==> src/rtl/pdp8_opr_pkg.sv <==
// Shared types and constants for the PDP-8 Group 1 operate sequencer and its rotater.
package pdp8_opr_pkg;

  localparam int unsigned AC_W = 12;
  localparam int unsigned IR_W = 9;

  typedef enum logic [2:0] {
    IDLE = 3'd0,
    CLR  = 3'd1,
    CMP  = 3'd2,
    INC  = 3'd3,
    ROT  = 3'd4
  } state_t;

  // Positions within IR (instruction bits 3..11)
  localparam int unsigned IR_GRP = 8;
  localparam int unsigned IR_CLA = 7;
  localparam int unsigned IR_CLL = 6;
  localparam int unsigned IR_CMA = 5;
  localparam int unsigned IR_CML = 4;
  localparam int unsigned IR_RAR = 3;
  localparam int unsigned IR_RAL = 2;
  localparam int unsigned IR_TWO = 1;
  localparam int unsigned IR_IAC = 0;

  localparam logic [2:0] ROT_NOP = 3'b000;
  localparam logic [2:0] ROT_BSW = 3'b001;
  localparam logic [2:0] ROT_RAL = 3'b010;
  localparam logic [2:0] ROT_RTL = 3'b011;
  localparam logic [2:0] ROT_RAR = 3'b100;
  localparam logic [2:0] ROT_RTR = 3'b101;

  // Conflicting rotate directions collapse to a pass-through
  function automatic logic [2:0] rot_decode(input logic rar, input logic ral, input logic two);
    logic [2:0] op;
    op = ROT_NOP;
    if (rar && !ral)       op = two ? ROT_RTR : ROT_RAR;
    else if (ral && !rar)  op = two ? ROT_RTL : ROT_RAL;
    else if (!rar && !ral) op = two ? ROT_BSW : ROT_NOP;
    return op;
  endfunction

endpackage

==> src/rtl/opr1_sequencer.sv <==
// PDP-8 Group 1 operate sequencer: owns AC/L and steps clear, complement, increment, rotate.
// Optional OPR1_SKIP_EN skips steps whose instruction bits are all zero.
module opr1_sequencer
  import pdp8_opr_pkg::*;
#(
  parameter logic [11:0] AC_RST = 12'o0000,
  parameter logic        L_RST  = 1'b0
) (
  input  logic        CLK,
  input  logic        RESET,
  input  logic        START,
  input  logic [8:0]  IR,
  input  logic        LD,
  input  logic [11:0] D_IN,
  input  logic        LD_L,
  output logic [2:0]  ROT_OP,
  output logic [11:0] ROT_AI,
  output logic        ROT_LI,
  output logic        ROT_OE,
  input  logic [11:0] ROT_AO,
  input  logic        ROT_LO,
  output logic [11:0] AC,
  output logic        L,
  output logic        BUSY,
  output logic        DONE
);

  state_t            state, state_nxt;
  logic [7:0]        ir_q;
  logic [7:0]        ir_eff;
  logic [AC_W-1:0]   ac_q;
  logic              l_q;
  logic [AC_W:0]     inc_sum;
  logic              accept;
  logic [2:0]        rot_op_q, rot_op_nxt;
  logic              rot_oe_q, rot_oe_nxt;
  logic              busy_q, busy_nxt;
  logic              done_q, done_nxt;

  // LD has priority over START; group-2 encodings are not ours to run
  assign accept  = (state == IDLE) && START && !LD && !IR[IR_GRP];
  assign ir_eff  = (state == IDLE) ? IR[7:0] : ir_q;
  assign inc_sum = {1'b0, ac_q} + (AC_W+1)'(1);

  // State register plus registered outputs
  always_ff @(posedge CLK) begin
    if (RESET) begin
      state    <= IDLE;
      rot_op_q <= ROT_NOP;
      rot_oe_q <= 1'b0;
      busy_q   <= 1'b0;
      done_q   <= 1'b0;
    end else begin
      state    <= state_nxt;
      rot_op_q <= rot_op_nxt;
      rot_oe_q <= rot_oe_nxt;
      busy_q   <= busy_nxt;
      done_q   <= done_nxt;
    end
  end

`ifdef OPR1_SKIP_EN
  logic need_clr, need_cmp, need_inc, need_rot;
  assign need_clr = ir_eff[IR_CLA] | ir_eff[IR_CLL];
  assign need_cmp = ir_eff[IR_CMA] | ir_eff[IR_CML];
  assign need_inc = ir_eff[IR_IAC];
  // An empty instruction still takes one pass-through ROT step
  assign need_rot = ir_eff[IR_RAR] | ir_eff[IR_RAL] | ir_eff[IR_TWO]
                  | !(need_clr | need_cmp | need_inc);

  always_comb begin
    state_nxt = state;
    unique case (state)
      IDLE: if (accept) state_nxt = need_clr ? CLR : need_cmp ? CMP : need_inc ? INC : ROT;
      CLR:  state_nxt = need_cmp ? CMP : need_inc ? INC : need_rot ? ROT : IDLE;
      CMP:  state_nxt = need_inc ? INC : need_rot ? ROT : IDLE;
      INC:  state_nxt = need_rot ? ROT : IDLE;
      ROT:  state_nxt = IDLE;
      default: state_nxt = IDLE;
    endcase
  end
`else
  always_comb begin
    state_nxt = state;
    unique case (state)
      IDLE: if (accept) state_nxt = CLR;
      CLR:  state_nxt = CMP;
      CMP:  state_nxt = INC;
      INC:  state_nxt = ROT;
      ROT:  state_nxt = IDLE;
      default: state_nxt = IDLE;
    endcase
  end
`endif

  // Next values of the registered outputs, keyed on the state being entered
  always_comb begin
    rot_op_nxt = ROT_NOP;
    rot_oe_nxt = 1'b0;
    busy_nxt   = (state_nxt != IDLE);
    done_nxt   = (state != IDLE) && (state_nxt == IDLE);
    if (state_nxt == ROT) begin
      rot_oe_nxt = 1'b1;
      rot_op_nxt = rot_decode(ir_eff[IR_RAR], ir_eff[IR_RAL], ir_eff[IR_TWO]);
    end
  end

  // AC/L datapath and instruction latch
  always_ff @(posedge CLK) begin
    if (RESET) begin
      ac_q <= AC_RST;
      l_q  <= L_RST;
      ir_q <= 8'd0;
    end else begin
      unique case (state)
        IDLE: begin
          if (LD) begin
            ac_q <= D_IN;
            l_q  <= LD_L;
          end else if (accept) begin
            ir_q <= IR[7:0];
          end
        end
        CLR: begin
          if (ir_q[IR_CLA]) ac_q <= '0;
          if (ir_q[IR_CLL]) l_q  <= 1'b0;
        end
        CMP: begin
          if (ir_q[IR_CMA]) ac_q <= ~ac_q;
          if (ir_q[IR_CML]) l_q  <= ~l_q;
        end
        INC: begin
          if (ir_q[IR_IAC]) begin
            ac_q <= inc_sum[AC_W-1:0];
            l_q  <= l_q ^ inc_sum[AC_W];
          end
        end
        ROT: begin
          ac_q <= ROT_AO;
          l_q  <= ROT_LO;
        end
        default: begin
          ac_q <= ac_q;
        end
      endcase
    end
  end

  assign ROT_OP = rot_op_q;
  assign ROT_OE = rot_oe_q;
  assign ROT_AI = ac_q;
  assign ROT_LI = l_q;
  assign AC     = ac_q;
  assign L      = l_q;
  assign BUSY   = busy_q;
  assign DONE   = done_q;

endmodule

==> config.mk <==
export PLATFORM = sky130hd
export DESIGN_NAME = opr1_sequencer
export DESIGN_NICKNAME = d
export VERILOG_FILES = /design/src/rtl/pdp8_opr_pkg.sv /design/src/rtl/opr1_sequencer.sv
export SDC_FILE = /design/constraint.sdc
export NUM_CORES = 1
export LEC_CHECK = 0
export ABC_AREA = 1
export CORE_MARGIN = 4
export CORE_UTILIZATION = 41
export CTS_CLUSTER_DIAMETER = 100
export DETAILED_ROUTE_END_ITERATION = 6
export GPL_ROUTABILITY_DRIVEN = 0
export HOLD_SLACK_MARGIN = 0.06
export PLACE_DENSITY_LB_ADDON = 0.2
export SYNTH_ARGS = -nofsm -noshare
export SYNTH_HDL_FRONTEND = slang
export SYNTH_SLANG_ARGS = --single-unit
==> constraint.sdc <==
create_clock -name CLK -period 4.1 [get_ports CLK]
set_input_delay 0.41 -clock CLK [delete_from_list [all_inputs] [get_ports CLK]]
set_output_delay 0.41 -clock CLK [all_outputs]
set_load 0.02 [all_outputs]
* Word-level counts from Yosys, hierarchy flattened
Cells that the tools add are included.
** Word-level totals
- Register bits after elaboration :: 30
- Bits of input ports :: 39
- Logic and storage cells :: 65
** Operators by class
- Reduce and logical (&&, ||, !) cells :: 20
- Bitwise gates (word level) :: 5
- Mux-type cells :: 20
- $add $sub $neg :: 1
- Equality and inequality tests :: 11
** Operators by type and width (number)
- $pmux 12 s5 :: 1
- $mux 12 :: 4
- $add 12x1->13 const B :: 1
- $ne 2x2->1 const B :: 6
- $not 12->12 :: 1
- $pmux 3 s4 :: 1
- $reduce_and 5->1 :: 2
- $mux 1 :: 9
- $logic_and 1x1->1 :: 7
- $eq 3x2->1 const B :: 2
- $eq 3x3->1 const B :: 2
- $logic_not 3->1 :: 2
- $mux 3 :: 2
- $reduce_bool 3->1 :: 2
- $pmux 1 s5 :: 1
- $reduce_bool 5->1 :: 1
- $logic_not 1->1 :: 4
- $mux 4 :: 1
- $eq 3x1->1 const B :: 1
- $not 1->1 :: 3
- $reduce_and 3->1 :: 1
- $mux 2 :: 1
- $reduce_or 2->1 :: 1
- $xor 1x1->1 :: 1

* Longest topological paths before layout
Gate-level depths: netlist of run 1.
- Word-level depth :: 9
- Gate-level depth with buffers :: 11
- Depth with buffers taken out :: 10

* Worst setup path after synthesis of run 1
No wires, ideal clock.
- Path kind :: register -> register
- Start point :: reg ac_q[0], in the netlist AC[0]
- End point :: reg ac_q[10], in the netlist AC[10]
- Buffers on the path :: 0
- Required time :: 3965 ps
- Setup slack :: 2490 ps
- Setup time :: 135 ps
- Period minus slack after synthesis :: 1610 ps
- Data arrival time :: 1475 ps
- Stages on the path, launching flop included :: 11
- Cells stage by stage :: dfxtp_1 ha_1 nand2_1 nor2_1 nand3_1 nand2_1 inv_1 nand2_1 nand2_1 nand2_1 a21oi_1
** Between the ends
- Cells in the longest elaborated chain, start to end :: 3
** Ends and longest elaborated chain
- start, declared :: RTL line opr1_sequencer.sv:31 : logic [AC_W-1:0] ac_q;
- start signal, assigned :: RTL line opr1_sequencer.sv:129 : if (ir_q[IR_CMA]) ac_q <= ~ac_q;
- start signal, assigned :: RTL line opr1_sequencer.sv:134 : ac_q <= inc_sum[AC_W-1:0];
- start signal, assigned :: RTL line opr1_sequencer.sv:143 : ac_q <= ac_q;
- $add 12x1->13 :: RTL line opr1_sequencer.sv:43 : assign inc_sum = {1'b0, ac_q} + (AC_W+1)'(1);
- $mux 12 :: RTL line opr1_sequencer.sv:133 : if (ir_q[IR_IAC]) begin
- $pmux 12 s5 :: RTL line opr1_sequencer.sv:115 : unique case (state)
Every way passes these cells. The select of a mux whose other input is x is not followed.
A chain may end at the register's enable or synchronous reset.

* Final worst setup path of run 1
- Start point :: reg state[0]
- End point :: reg ac_q[5], in the netlist AC[5]
** Between the ends
- Cells in the longest elaborated chain, start to end :: 3
- Elaborated cells between the ends (all ways) :: 12
** Ends and longest elaborated chain
- start, declared :: RTL line opr1_sequencer.sv:28 : state_t state, state_nxt;
- start signal, assigned :: RTL line opr1_sequencer.sv:54 : state <= state_nxt;
- $eq 3x2->1 (tied with other cells) :: RTL line opr1_sequencer.sv:115
- $reduce_bool 5->1 (no line) / $ne 2x2->1 (equally long branches)
- $reduce_and 5->1 (no line)
Parallel ways exist; a longest one is shown, timed or not.

==> results of run 1 <==
-- logic make-up after synthesis --
kind of cell	count (synthesis)
simple gates	161
flops	30
compound gates	59
fa+ha+maj	1
buf+inv	52
-- sequential cells by signal, summed over array words and instances, names as in the netlist --
signal	count
AC	12
ir_q	8
ROT_OP	3
state	3
BUSY	1
DONE	1
L	1
ROT_OE	1
-- worst max path at each step --
stage                                    from                   end  slack, ns  cells after the start
after CTS                 state[0]$_SDFF_PP0_    AC[8]$_SDFFE_PP0P_       2.17                      8
after detailed placement                   LD  ir_q[7]$_SDFFE_PP0P_       2.09                      6
final                     state[0]$_SDFF_PP0_    AC[5]$_SDFFE_PP0P_       2.18                      8
after global routing      state[0]$_SDFF_PP0_    AC[8]$_SDFFE_PP0P_       1.98                      9
after global placement                     LD  ir_q[1]$_SDFFE_PP0P_       2.13                      6
after floorplan            AC[0]$_SDFFE_PP0P_   AC[10]$_SDFFE_PP0P_       2.49                     10
-- worst max-delay path, cell delays in order, from the launching register on --
cell and delay (ns):
dfxtp_1 0.35, nor2_1 0.27, nand2_1 0.12, nand2_1 0.43
inv_1 0.26, nor2_1 0.17, nand2_1 0.06, nand2_1 0.08
a21oi_2 0.05
-- power by group through the flow --
stage | Clock [W] | Sequential, W | Combinational, W
CTS | 0.000254 | 0.000349 | 0.000271
detailed placement | 0 | 0.000355 | 0.000270
finish | 0.000252 | 0.000348 | 0.000269
global placement | 0 | 0.000354 | 0.000266
global route | 0.000274 | 0.000354 | 0.000294
floorplan | 0 | 0.000366 | 0.000154
-- layer usage --
layer  up-vias  track usage, %  routed length (µm)
met5         -               0                   0
met4         0            4.63                  27
met3         2            5.92                 374
met2        64            28.6                2480
met1       899            22.0                2300
li1       1071               -                   -
-- through the flow --
step / power [W] / setup slack [ns] / hold slack, ns
after floorplan: 0.000520 / 2.49 / 0.429
after detailed placement: 0.000625 / 2.09 / 0.455
after global routing: 0.000922 / 1.98 / 0.477
final: 0.000870 / 2.18 / 0.463
after CTS: 0.000873 / 2.17 / 0.464
after global placement: 0.000621 / 2.13 / 0.447
-- cell type report --
class                   instances  area (µm²)  share of cell area [%]
well taps                      52        65.1                    2.50
repair buffers                 70         701                    26.9
multi-input cells             221        1030                    39.5
inverters                      31         116                    4.46
clock inverters                 2        12.5                   0.480
flip-flops and latches         30         601                    23.0
clock buffers                   6        82.6                    3.17
-- cell usage in the layout, fill, tap and decap left out --
cell / netlist / routed
a21oi_1: 30 / 30
nand3b_2: 1 / 1
o21ai_0: 23 / 23
clkinv_2: 0 / 1
nand2_1: 80 / 80
o21ai_1: 1 / 1
dfxtp_1: 30 / 30
clkinv_1: 1 / 1
clkdlybuf4s50_1: 0 / 70
nand3_1: 22 / 22
nor2_1: 38 / 38
nor2_2: 5 / 5
nor2_4: 1 / 1
o21a_1: 1 / 1
nand2_4: 1 / 1
nand2_2: 3 / 3
clkbuf_8: 0 / 6
clkinvlp_4: 0 / 1
inv_2: 2 / 2
ha_1: 1 / 1
inv_1: 28 / 28
a21oi_2: 2 / 2
nand4_1: 4 / 4
a21o_1: 1 / 1
or2_2: 3 / 3
and3_1: 1 / 1
o2bb2ai_1: 1 / 1
nor3_2: 1 / 1
nand3b_1: 1 / 1
==> reports/results.ini, run 1 <==
[worst_setup_path]
crit_fanout = 15
worstReg2RegStart = state[0]$_SDFF_PP0_
cp-start-kind = register
r2r_end = AC[5]$_SDFFE_PP0P_
rrSetupSlack_ns = 2.18
path_class = register to register
worstPathRequired_ns = 4.24
rr_worst_depth = 8
worst_setup_path_end_kind = register
arrival_ns = 2.06

[global_routing]
grt_start_max_net_pins = 19
antenna_found_initial = 0
grt.overflow.total = 0
grt_pass1_vias = 1874
grt_pass1_wl_um = 8510
grt_use_total_pct = 17.5

[synth]
yosysMostFrequentCell = nand2_1
synth_top_family_by_area = simple AND/OR/NAND/NOR gates
syn-cell-area_um2 = 1890
synth-compound-area-share_pct = 16.5
synth-seq-cells = 30
avgSynthCellArea_um2 = 6.24
ys_top_cells_by_area = dfxtp_1, nand2_1, a21oi_1
synth_mux_area_share_pct = 0
synthCells = 303
synthTopCellsByCount = nand2_1, nor2_1, a21oi_1, dfxtp_1, inv_1
synth_edf_count = 0
synthXorXnorAreaFrac_pct = 0
syn_nets = 343
ys_warn_count = 0
synth_ff_type = dfxtp_1
synth_top_area_share_pct = 31.7
ys_types = 30
ys_seq_area_share_pct = 31.7
synth-simple-area-share_pct = 37.2
synth_area_leader_cell = dfxtp_1
synth_fa_ha_area_share_pct = 0.661
async_flop_share_pct = 0

[route]
drcViolationCount = 0
via_count = 2036
first_pass_iters = 5
viasPerCell = 4.94
ant_nets = 0
wl_per_cell_um = 12.6
wl_um = 5180
dr.first_iter.drc_count = 110

[clocking]
cts_num_sinks = 30
htreeDepth = 2
clk_path_buf_depth = 2
cts_made_buffers = 5
post_cts_buffers = 0
clock_latency_ns = 0.27
cts_resized = 0
cts_tree = yes
holdBufCountCts = 0
cts_root_buf = clkbuf_8
clk_pin_slew_ns = 0.07

[sta]
skew_ns = 0.00425
tightest_slew_ns = 0.920
period_share_pct = 46.9
setup-violations-final = 0
tns_ns = 0
hold_viol = 0
slew_violations = 0
period_minus_slack_ns = 1.92
fmax_ghz = 0.520
timing.slew.headroom_pct = 38.5
rsz0062_at_grt = false

[placement]
dpl.hpwl_um = 3840
place_area_um2 = 2510
place_inst = 404
portBuffers = 70

[power_and_ir_drop]
ir_drop_mv = 0.227
switching_share_pct = 33.7
p_switching_w = 0.000293
power_frac_comb_pct = 30.9
p_clk_share_pct = 29.0
seqPwrFrac_pct = 40.1
p_leak_nw = 1.02
p_per_area_nw_per_um2 = 334
intPower_w = 0.000577

[layout]
final_core_util_pct = 59.0
nets = 399
fillers = 437
fin_area_um2 = 2610
fin_cells = 412
diodes = 0
drive_gt1_share_pct = 7.50
area.growth.synth_to_final_pct = 37.8

[die]
coreArea_um2 = 4410
fp-row-count = 24
dieWidth_um = 75.9
io_pins = 71
die_h_um = 75.9
die_area_um2 = 5760
initial_core_util_pct = 42.9

[status]
status = complete, no violations

[min_path]
min_from = ir_q[3]$_SDFFE_PP0P_
whs_endpoint = ir_q[3]$_SDFFE_PP0P_
hold_path.class = register to register
min_path_cells = 2

[flow_run]
cap_violations = 0

Power figures use the tool's default switching activity.
==> inputs of run 2 (changes only) <==
- clock period: 4.1 -> 1.9 ns (I/O delays scaled with it)
==> run 2 against run 1 <==
Against the previous run: non-clock buffer count up 9; routed wire length down 0.62%; die area unchanged; critical path type is now register to output port; highest routed layer unchanged; final cell count up 2.2%.
==> reports/results.ini, run 2 (same netlist as run 1, synthesis figures left out) <==
[worst_setup_path]
arrival_ns = 1.49  ; -0.57 ns
worstPathRequired_ns = 1.71  ; -2.53 ns
rrSetupSlack_ns = 0.36  ; -1.82 ns
r2r_end = AC[1]$_SDFFE_PP0P_
cp_slowest_stage_delay_ns = 0.60  ; +0.17 ns
worstReg2RegStart = state[2]$_SDFF_PP0_
crit_path_cell_trace = buf_4, clkdlybuf4s50_1
crit_fanout = 6  ; -9
critPathLaunch = AC[0]$_SDFFE_PP0P_
cp-start-kind = register
path_class = register to output port
worst_setup_path_end_kind = output port
crit_end = AC[0]
cp_slowest_cell = clkdlybuf4s50_1
rr_worst_depth = 9  ; +1

[route]
via_count = 2059  ; +1.1%
wl_per_cell_um = 12.2  ; -2.7%
first_pass_iters = 4  ; -1
ant_nets = 0  ; unchanged
wl_um = 5150  ; -0.62%
drcViolationCount = 0  ; unchanged
viasPerCell = 4.89  ; -1.0%
dr.first_iter.drc_count = 109  ; -0.91%

[sta]
setup-violations-final = 0  ; unchanged
tns_ns = 0  ; unchanged
slew_violations = 0  ; unchanged
rsz0062_at_grt = false
hold_viol = 0  ; unchanged
timing.slew.headroom_pct = 74.7  ; +36 points
skew_ns = 0.00801  ; +0.00376 ns
period_share_pct = 88.7
tightest_slew_ns = 0.378  ; -0.542 ns
period_minus_slack_ns = 1.68
fmax_ghz = 0.594

[global_routing]
grt_pass1_wl_um = 8330  ; -2.1%
grt_use_total_pct = 17.5  ; -0.080 points
antenna_found_initial = 0  ; unchanged
grt_pass1_vias = 1845  ; -1.5%
grt_start_max_net_pins = 15  ; -4
grt.overflow.total = 0  ; unchanged

[status]
status = complete, no violations

[layout]
nets = 408  ; +2.3%
fin_area_um2 = 2690  ; +3.3%
final_common_cell = nand2_1
final_cell_mix = nand2_1, clkdlybuf4s50_1, nor2_1
largest_reg_flops = 12  ; unchanged
drive_gt1_share_pct = 9.76  ; +2.3 points
area.growth.synth_to_final_pct = 42.3
diodes = 0  ; unchanged

[clocking]
cts_num_sinks = 30  ; unchanged
cts_tree = yes
cts_resized = 0  ; unchanged
clk_pin_slew_ns = 0.07  ; about the same
clock_latency_ns = 0.29  ; +0.02 ns
clk_path_buf_depth = 2  ; unchanged
holdBufCountCts = 0  ; unchanged
post_cts_buffers = 0  ; unchanged
cts_made_buffers = 5  ; unchanged
cts_root_buf = clkbuf_8
htreeDepth = 2  ; unchanged

[die]
die_h_um = 75.9  ; unchanged
initial_core_util_pct = 42.9  ; unchanged
io_pins = 71  ; unchanged
coreArea_um2 = 4410  ; unchanged
fp-row-count = 24  ; unchanged
dieWidth_um = 75.9  ; unchanged
die_area_um2 = 5760  ; unchanged

[placement]
place_area_um2 = 2580  ; +2.7%
portBuffers = 70  ; unchanged
dpl.hpwl_um = 3950  ; +2.8%

[min_path]
hold_path.class = register to register
min_path_cells = 2  ; unchanged

[flow_run]
cap_violations = 0  ; unchanged

[power_and_ir_drop]
p_per_area_nw_per_um2 = 744  ; +120%
p_leak_nw = 1.07  ; +4.8%
ir_drop_mv = 0.430  ; +90%

run 2: changes by cell type in the layout (fill, tap and decap cells not counted), sizes merged:
cell      before  now
buf            0    9
bufinv         0    1
clkbuf         6    5
clkinv         2    1
clkinvlp       1    2
run 2: worst min path at each step:
stage | endpoint | slack (ns) | start
final | ir_q[4]$_SDFFE_PP0P_ | 0.45 | ir_q[4]$_SDFFE_PP0P_
after global routing | ir_q[4]$_SDFFE_PP0P_ | 0.48 | ir_q[4]$_SDFFE_PP0P_
after CTS | ir_q[4]$_SDFFE_PP0P_ | 0.46 | ir_q[4]$_SDFFE_PP0P_
after detailed placement | ir_q[4]$_SDFFE_PP0P_ | 0.45 | ir_q[4]$_SDFFE_PP0P_
after global placement | ir_q[0]$_SDFFE_PP0P_ | 0.44 | ir_q[0]$_SDFFE_PP0P_
after floorplan | L$_SDFFE_PP0P_ | 0.26 | RESET
run 2: cell type report:
class                   instances  area (µm²)
inverters                      31         116
flip-flops and latches         30         601
fillers                       418        1720
clock inverters                 3        45.0
clock buffers                   5        68.8
repair buffers                 79         768
multi-input cells             221        1030
well taps                      52        65.1
run 2: power by group:
part / leakage (nW) / switching [W] / total, W / internal [W]
clock: 0.0504 / 0.000266 / 0.000656 / 0.000390
sequential: 0.246 / 0.0000678 / 0.000746 / 0.000678
combinational: 0.776 / 0.000312 / 0.000602 / 0.000291
total: 1.07 / 0.000646 / 0.00200 / 0.00136
run 2: critical path: cells and delay by family, from the launching register on:
kind / cells / cell delay (ns)
flops: 1 / 0.44
buf+inv: 2 / 0.77
run 2: metal layers:
layer	routed length [µm]	GRT usage (%)
met5	0	0
met4	63	5.87
met3	518	7.11
met2	2430	28.5
met1	2140	20.6
run 2: metrics by stage:
step	setup slack (ns)	total power (W)	std cells	hold slack, ns	utilization (%)
floorplan	0.290	0.00112	303	0.259	-
global placement	0.354	0.00136	413	0.444	58.4
finish	0.215	0.00200	421	0.453	61.0
global route	0.154	0.00212	421	0.482	61.0
CTS	0.214	0.00203	421	0.461	61.0
detailed placement	0.302	0.00137	413	0.452	58.4
